--- config.mk ---
export PLATFORM = sky130hd
export DESIGN_NAME = button_debouncer
export DESIGN_NICKNAME = d
export VERILOG_FILES = /design/src/rtl/button_debouncer.sv
export SDC_FILE = /design/constraint.sdc
export NUM_CORES = 1
export LEC_CHECK = 0
export ABC_AREA = 0
export CORE_ASPECT_RATIO = 0.9
export CORE_MARGIN = 2
export CORE_UTILIZATION = 55
export DETAILED_ROUTE_END_ITERATION = 6
export PLACE_DENSITY = 0.72
export SKIP_LAST_GASP = 1
export SYNTH_ARGS = -nofsm -noshare
export SYNTH_HDL_FRONTEND = slang
export SYNTH_SLANG_ARGS = --single-unit
--- constraint.sdc ---
create_clock -name clk -period 2.9 [get_ports clk]
set_input_delay 0.725 -clock clk [delete_from_list [all_inputs] [get_ports clk]]
set_output_delay 0.725 -clock clk [all_outputs]
set_load 0.03 [all_outputs]
--- src/rtl/button_debouncer.sv ---
// Per-bit button debouncer: 2-flop synchronizer, saturating stability counter,
// registered debounced level plus one-cycle press/release strobes.
module button_debouncer #(
   parameter int unsigned WIDTH           = 5,
   parameter int unsigned DEBOUNCE_CYCLES = 65536
) (
   input  logic             clk,
   input  logic             reset_n,
   input  logic [WIDTH-1:0] raw_buttons,
   output logic [WIDTH-1:0] buttons,
   output logic [WIDTH-1:0] press_pulse,
   output logic [WIDTH-1:0] release_pulse
);

   localparam int unsigned CNT_W = $clog2(DEBOUNCE_CYCLES);
   localparam logic [CNT_W-1:0] CNT_MAX = CNT_W'(DEBOUNCE_CYCLES - 1);

   typedef enum logic {
      IDLE     = 1'b0,
      COUNTING = 1'b1
   } state_t;

   logic [WIDTH-1:0] sync1_q;
   logic [WIDTH-1:0] sync2_q;
   logic [WIDTH-1:0] stable_q;
   logic [WIDTH-1:0] stable_d;
   logic [WIDTH-1:0] press_c;
   logic [WIDTH-1:0] release_c;
   logic [WIDTH-1:0] press_q;
   logic [WIDTH-1:0] release_q;
   logic [CNT_W-1:0] cnt_q [WIDTH];
   logic [CNT_W-1:0] cnt_d [WIDTH];
   state_t           state_q [WIDTH];
   state_t           state_d [WIDTH];

   // Synchronizer stages and state register.
   always_ff @(posedge clk) begin
      if (!reset_n) begin
         sync1_q   <= '0;
         sync2_q   <= '0;
         stable_q  <= '0;
         press_q   <= '0;
         release_q <= '0;
         for (int i = 0; i < int'(WIDTH); i++) begin
            cnt_q[i]   <= '0;
            state_q[i] <= IDLE;
         end
      end else begin
         sync1_q   <= raw_buttons;
         sync2_q   <= sync1_q;
         stable_q  <= stable_d;
         press_q   <= press_c;
         release_q <= release_c;
         for (int i = 0; i < int'(WIDTH); i++) begin
            cnt_q[i]   <= cnt_d[i];
            state_q[i] <= state_d[i];
         end
      end
   end

   // Next-state: a bit commits only after DEBOUNCE_CYCLES consecutive differing samples.
   always_comb begin
      stable_d = stable_q;
      for (int i = 0; i < int'(WIDTH); i++) begin
         state_d[i] = state_q[i];
         cnt_d[i]   = cnt_q[i];
         case (state_q[i])
            IDLE: begin
               cnt_d[i] = '0;
               if (sync2_q[i] != stable_q[i]) begin
                  cnt_d[i]   = CNT_W'(1);
                  state_d[i] = COUNTING;
               end
            end
            COUNTING: begin
               if (sync2_q[i] == stable_q[i]) begin
                  cnt_d[i]   = '0;
                  state_d[i] = IDLE;
               end else if (cnt_q[i] == CNT_MAX) begin
                  stable_d[i] = sync2_q[i];
                  cnt_d[i]    = '0;
                  state_d[i]  = IDLE;
               end else begin
                  cnt_d[i] = cnt_q[i] + CNT_W'(1);
               end
            end
            default: begin
               cnt_d[i]   = '0;
               state_d[i] = IDLE;
            end
         endcase
      end
   end

   // Output decode: strobes mark the edge at which the stable level flips.
   always_comb begin
      press_c   = '0;
      release_c = '0;
      press_c   = stable_d & ~stable_q;
      release_c = ~stable_d & stable_q;
   end

   assign buttons       = stable_q;
   assign press_pulse   = press_q;
   assign release_pulse = release_q;

endmodule

**Word level (Yosys, flattened, before mapping)**

Memories as Yosys holds them, arrays and structs flattened.
Cells that the tools add are included.
Widths: inputs -> output; s select.

- Flip-flop bits (word level): 25
- Bits in latches: 0
- Memory bits (writable): 85
- Memory bits (read-only): 0
- Input bits: 7
- Output and inout bits: 15
- Word-level logic and storage cells: 113
- Memories: 2

- Add/subtract/negate cells: 5
- Multiply operators: 0
- Divide/modulo/power cells: 0
- Magnitude comparators: 0
- Eq/ne operators: 15
- Shift operators: 0
- Mux-type cells: 67
- Bitwise operators: 19
- Reductions and logical operators: 0

Memory list:

| memory | depth | bits a word | read ports | clocked after memory_dff | write ports | line | source |
|---|---|---|---|---|---|---|---|
| cnt_q | 5 | 16 | 5 | 0 | 5 | 31 | `logic [CNT_W-1:0] cnt_q [WIDTH];` |
| state_q | 5 | 1 | 5 | 0 | 5 | 33 | `state_t state_q [WIDTH];` |

Operators by type and width:

| operator | number |
|---|---|
| $mux 16 | 15 |
| $pmux 16 s2 | 5 |
| $add 16x1->16 const B | 5 |
| $eq 16x16->1 const B | 5 |
| $mux 1 | 42 |
| $and 5x5->5 | 2 |
| $not 5->5 | 2 |
| $or 1x1->1 | 10 |
| $pmux 1 s2 | 5 |
| $eq 1x1->1 | 5 |
| $ne 1x1->1 | 5 |
| $not 1->1 | 5 |

**Depth between registers and ports, before layout**

Gate-level depths: netlist of run 1.
An unclocked memory read counts as a cell.

- Word-level depth: 7
- Gate-level depth with buffers: 7
- Depth with buffers taken out: 5

**Worst setup path before layout of run 1**

OpenSTA, ideal clock, no wires.

- Kind: register to register
- Start point: memory cnt_q[0][64] (netlist bit)
- End point: memory cnt_q[0][75] (netlist bit)
- Setup time: 115 ps
- Arrival time: 1668 ps
- Data required time: 2785 ps
- Slack: 1117 ps
- Cell stages (with the launch flop): 8
- Path buffers: 2
- Clock period less this slack: 1783 ps
- Cells stage by stage: dfxtp_1 > ha_1 > nand4_2 > nor4_4 > or3b_2 > clkbuf_1 > buf_4 > nor2_1

RTL lines:

| element | line |
|---|---|
| start, declared | 31 |

**Worst setup path after layout of run 1**

- Start point: register stable_q[1] (netlist: buttons[1])
- End point: output buttons[1]

RTL lines:

| element | line | source |
|---|---|---|
| start, declared | 25 | `logic [WIDTH-1:0] stable_q;` |
| start signal, assigned | 51 | `stable_q <= stable_d;` |
| end, declared | 10 | `output logic [WIDTH-1:0] buttons,` |

No word-level cell between the ends.

==> results of run 1 <==
[layer usage]
| layer | GRT usage | vias to the layer above | share of wire |
|---|---|---|---|
| met5 | 0 | - | 0 |
| met4 | 0.0742 | 0 | 0.019 |
| met3 | 0.0542 | 10 | 0.032 |
| met2 | 0.313 | 51 | 0.46 |
| met1 | 0.226 | 1547 | 0.49 |
| li1 | - | 1758 | - |
[final cells by class]
cell class,instances,share of cell area
Clock inverter,7,0.0207
Timing Repair Buffer,24,0.0458
Sequential cell,110,0.433
Multi-Input combinational cell,358,0.438
Inverter,18,0.0133
Clock buffer,9,0.0244
Tap cell,99,0.0244
[layout by cell type (no fill, tap or decap), types with 3 or more instances in the layout]
master,synthesis,layout
and3_1,8,8
ha_1,5,5
nor4_1,16,16
a21boi_0,4,4
clkbuf_8,0,9
xnor2_1,42,42
and4_1,7,7
xor2_1,24,24
nor2b_1,8,8
nor3_1,20,20
nand4_1,27,27
o21ai_0,6,6
dfxtp_1,110,110
nand3_1,31,31
buf_4,2,3
and2_1,11,11
clkdlybuf4s50_1,0,21
or3_1,3,3
inv_1,18,18
nand2_1,24,24
or2_2,4,4
a21oi_1,9,9
nor2_1,82,82
[kinds of logic after synthesis]
logic type,after synthesis,share of synthesized area
AOI/OAI and AO/OA,28,0.0406
xor gates and xnor gates,66,0.127
adders and majority gates,5,0.0137
buffers and inverters,31,0.0299
DFF,110,0.482
muxes,3,0.00685
and+or+nand+nor,256,0.300
[synthesized netlist by cell type, types with 3 or more instances]
master and n:
a21boi_0 4, a21oi_1 9, and2_1 11, and3_1 8, and4_1 7, buf_2 3
clkbuf_1 6, dfxtp_1 110, ha_1 5, inv_1 18, nand2_1 24, nand3_1 31
nand4_1 27, nor2_1 82, nor2b_1 8, nor3_1 20, nor4_1 16, o21ai_0 6
or2_2 4, or3_1 3, xnor2_1 42, xor2_1 24
[registers in the layout (all words and copies together) (netlist names)]
name and count:
buttons 5, cnt_q 80, press_pulse 5, release_pulse 5
state_q 5, sync1_q 5, sync2_q 5
[per-stage QoR]
| stage | hold WS [ps] | cells | area [sq um] |
|---|---|---|---|
| after floorplan | 412 | 499 | 4570 |
| after global placement | 416 | 609 | 4850 |
| after detailed placement | 420 | 609 | 4850 |
| after CTS | 445 | 625 | 5080 |
| after global routing | 464 | 625 | 5080 |
| final | 442 | 625 | 5080 |
[worst max path at each step]
stage                               to
final                       buttons[1]
after global routing        buttons[1]
after CTS                   buttons[1]
after detailed placement  cnt_q[0][61]
after global placement    cnt_q[0][61]
after floorplan           cnt_q[0][75]
[report_power, final]
part	internal [mW]	total, mW	switching (mW)
logic	0.0166	0.0300	0.0135
registers	1.52	1.53	0.00729
clock network	0.498	1.02	0.522
total	2.03	2.58	0.543
==> metrics.md, run 1 <==
| Metric | Value |
|---|---|
| First-pass GRT wire length | `13800 microns` |
| IO Pins | `22` |
| Design Power | `2.58 mW` |
| Largest net degree at the start of global routing | `20` |
| Number of cells on the worst reg-to-reg path | `5` |
| # fillers | `701` |
| # DRC | `0` |
| TritonRoute pass-1 iters | `4` |
| Distinct cell type count after synthesis | `47` |
| CP max stage delay | `710 ps` |
| Total wire length | `7850 microns` |
| Reg2reg start | `cnt_q[0][0]` |
| Detailed placement HPWL | `5530 microns` |
| Origin of the worst setup path | `buttons[1]` |
| Sequence of cells on the critical path | `clkdlybuf4s50_1` |
| Setup TNS | `0 ps` |
| Synth top area share | `0.482` |
| Status | `finished, final reports clean` |
| Post-CTS Resized | `0` |
| Reg clk slew, reported paths | `100 ps` |
| Post-synthesis cell count | `499` |
| Port bufs | `21` |
| CTS Buf Count | `9` |
| Register area | `2200 sq um` |
| Root Driver | `clkbuf_8` |
| Critical Path RT | `2170 ps` |
| Worst Path Arrival | `1540 ps` |
| Hold path depth | `1` |
| Sink Count | `110` |
| Leakage | `1.59 nW` |
| Fmax | `0.442 GHz` |
| Crit path launch type | `flip-flop` |
| Routed len/inst | `12.6 microns` |
| Total congestion overflow | `0` |
| Worst Hold Class | `flip-flop to flip-flop` |
| Setup CP Type | `flip-flop to primary output` |
| Vias per inst | `5.39` |
| Minimum clock period | `2260 ps` |
| Setup WS post-layout | `639 ps` |
| CTS Buffer Depth | `2` |
| Pwr/cell area | `507 nW/um^2` |
| Slew Limit Fails | `0` |
| Setup crit end kind | `primary output` |
| Syn Nets | `511` |
| Worst clock skew | `6.66 ps` |
| Die Area | `9050 sq um` |
| Post-synth top area cell | `dfxtp_1` |
| Inserted Diodes | `0` |
| WP depth | `1` |
| EDFF count, synth | `0` |
| All-Layer GR Usage | `0.187` |
| Post-synthesis sequential area ratio | `0.482` |
| Initial antenna violation count | `0` |
| Number of global-route vias before repair | `3232` |
| Nets | `533` |
| Part of the cycle the worst path needs | `0.780` |
| Routed Antenna Nets | `0` |
| DRT iter0 DRCs | `90` |
| Synth Warn # | `0` |
| Initial core utilization | `0.566` |
| Final setup viols | `0` |
| WHS Endpoint | `sync2_q[4]` |
| CTS tree | `built` |
| Die height | `90.4 microns` |
| Yosys reg bits | `110` |
| Unrepaired setup endpoints after global routing | `false` |
| CORE AREA | `8070 sq um` |
| Critical R2R Capture | `cnt_q[0][12]` |
| Multi-input gate area | `2230 sq um` |
| # rows | `31` |
| Cell Area, Synth | `4570 sq um` |
| Via count of the routed design | `3366` |
| Synthesized area per cell | `9.15 sq um` |
| Max FO, Critical Path | `5` |
| Rel. slew slack | `0.551` |
| # hold bufs at CTS | `0` |
| Post-CTS Setup Bufs | `0` |
| CP top delay family | `buffers and inverters` |
| Worst-Skew Late Latency | `370 ps` |
| Top FF cell, synth | `dfxtp_1` |
| Actual slew at the worst max-slew pin | `667 ps` |
| Die W | `100 microns` |
| Final Util | `0.630` |
| Gpl congestion | `0.827` |
| Final Hold Fails | `0` |
| FF-to-FF setup slack | `860 ps` |
| Max Cap Viol | `0` |
| VDD IR-drop max | `0.378 mV` |
| Place WS | `459 ps` |
| H-Tree Depth | `3` |
| Area Overhead vs Synth | `11.3%` |
| Fraction of registers with async set/reset | `0` |
| Synth top area cells | `dfxtp_1, xnor2_1, nor2_1` |
| Crit path max-delay cell type | `clkdlybuf4s50_1` |
| Worst Path Buf+Inv | `1` |
| Min-delay src | `sync1_q[4]` |
| Layout cell share with drive strength beyond 1 | `0.0741` |
Note: power is estimated with default switching activity, not from simulation.
==> run 2: changes to the inputs <==
Clock period 2.9 ns to 2.2 ns, I/O delays scaled along.
==> run 2 against run 1 <==
Sequential share of layout area grew 0.27 points. Final area shrank 0.62%. Clock skew grew 3.3 ps. Hold slack lost 0.68 ps. Critical path type unchanged. Largest cell class unchanged. Largest power group unchanged.
==> metrics.md, run 2 (synthesis results as in run 1) <==
| Metric | Value |
|---|---|
| Status | `finished, final reports clean` |
| Worst Hold Class | `flip-flop to flip-flop` |
| Minimum clock period | `2060 ps` |
| Die height | `90.4 microns` |
| # hold bufs at CTS | `0` |
| Number of global-route vias before repair | `3154` |
| Root Driver | `clkbuf_8` |
| Commonest non-fill, non-tap cell in the layout | `dfxtp_1` |
| Worst-Skew Late Latency | `370 ps` |
| Comb pwr share | `0.013` |
| Most frequent cells in the layout | `dfxtp_1, nor2_1, xnor2_1` |
| DRT iter0 DRCs | `96` |
| Post-CTS Resized | `0` |
| Leakage | `1.59 nW` |
| Clock power share | `0.352` |
| Slew Limit Fails | `0` |
| Total wire length | `7820 microns` |
| CTS Buffer Depth | `2` |
| Unrepaired setup endpoints after global routing | `false` |
| Detailed placement HPWL | `5530 microns` |
| Most flops, register | `cnt_q` |
| VDD IR-drop max | `0.343 mV` |
| Place WS | `-26.1 ps` |
| Final setup viols | `0` |
| WP depth | `1` |
| Switching portion of total power | `0.226` |
| Vias per inst | `5.34` |
| Actual slew at the worst max-slew pin | `542 ps` |
| CTS tree | `built` |
| Largest net degree at the start of global routing | `20` |
| Part of the cycle the worst path needs | `0.938` |
| Fmax | `0.485 GHz` |
| Inserted Diodes | `0` |
| # fillers | `675` |
| Die Area | `9050 sq um` |
| Worst Path Buf+Inv | `1` |
| Critical Path RT | `1650 ps` |
| Layout cell share with drive strength beyond 1 | `0.0777` |
| Routed Antenna Nets | `0` |
| All-Layer GR Usage | `0.187` |
| CTS Buf Count | `9` |
| CP top delay family | `buffers and inverters` |
| Internal | `2.45 mW` |
| Post-CTS Setup Bufs | `0` |
| Area Overhead vs Synth | `10.6%` |
| # DRC | `0` |
| H-Tree Depth | `3` |
| CORE AREA | `8070 sq um` |
| Final Hold Fails | `0` |
| Sink Count | `110` |
| Gpl congestion | `0.856` |
| Worst clock skew | `9.91 ps` |
| Via count of the routed design | `3346` |
| Cell Area, Placed | `4880 sq um` |
| TritonRoute pass-1 iters | `4` |
| Die W | `100 microns` |
| Fin area | `5050 sq um` |
| IO Pins | `22` |
| CP max stage delay | `710 ps` |
| Initial antenna violation count | `0` |
| Initial core utilization | `0.566` |
| Total congestion overflow | `0` |
| Setup CP Type | `flip-flop to primary output` |
| Max FO, Critical Path | `5` |
| Crit path max-delay cell type | `clkdlybuf4s50_1` |
| Reg clk slew, reported paths | `100 ps` |
| Number of cells on the worst reg-to-reg path | `5` |
| Rel. slew slack | `0.636` |
| Worst Path Arrival | `1510 ps` |
| Port bufs | `21` |
| Crit path launch type | `flip-flop` |
| Flop pwr share | `0.635` |
| Routed len/inst | `12.5 microns` |
| Max Cap Viol | `0` |
| P_sw | `0.715 mW` |
| Largest register FFs | `80` |
| Sequence of cells on the critical path | `clkdlybuf4s50_1` |
| Setup crit end kind | `primary output` |
| Setup WS post-layout | `136 ps` |
| # rows | `31` |
| First-pass GRT wire length | `13800 microns` |
| Final Util | `0.626` |
| Nets | `536` |
| Hold path depth | `1` |
| Pwr/cell area | `627 nW/um^2` |
## run 2: stage by stage
stage / power [mW] / instances / TNS, ps / hold WS (ps)
finish: 3.17 / 627 / 0 / 442
global route: 3.30 / 627 / 0 / 464
CTS: 3.22 / 627 / 0 / 446
detailed placement: 2.10 / 612 / -179 / 419
global placement: 2.10 / 612 / 0 / 415
floorplan: 2.08 / 499 / 0 / 412
## run 2: area by class of cell
| type | instances | area [sq um] | area share |
|---|---|---|---|
| inverter | 18 | 67.6 | 0.0134 |
| timing repair buffer | 27 | 255 | 0.0505 |
| sequential | 110 | 2200 | 0.436 |
| clock inverter | 6 | 51.3 | 0.0102 |
| tap | 99 | 124 | 0.0245 |
| multi-input combinational | 358 | 2230 | 0.441 |
| clock buffer | 9 | 124 | 0.0245 |
## run 2: power by group through the flow
stage               sequential, mW  clock [mW]  combinational (mW)
detailed placement            2.06           0              0.0413
finish                        2.01        1.12              0.0411
global placement              2.06           0              0.0406
floorplan                     2.06           0              0.0220
CTS                           2.01        1.17              0.0415
global route                  2.02        1.24              0.0468
## run 2: metal layers
| layer | up-vias | wire length (microns) | GRT usage |
|---|---|---|---|
| met1 | 1528 | 3820 | 0.241 |
| met3 | 13 | 232 | 0.0519 |
| met4 | 0 | 126 | 0.0605 |
| li1 | 1765 | - | - |
| met2 | 40 | 3640 | 0.305 |
| met5 | - | 0 | 0 |
## run 2: final timing paths
check	slack, ps	endpoint	from
worst max-delay path	140	buttons[1]	buttons[1]
worst min-delay path	440	sync2_q[1]	sync1_q[1]
worst max register to register	270	release_pulse[2]	cnt_q[0][32]
worst min register to register	440	sync2_q[1]	sync1_q[1]
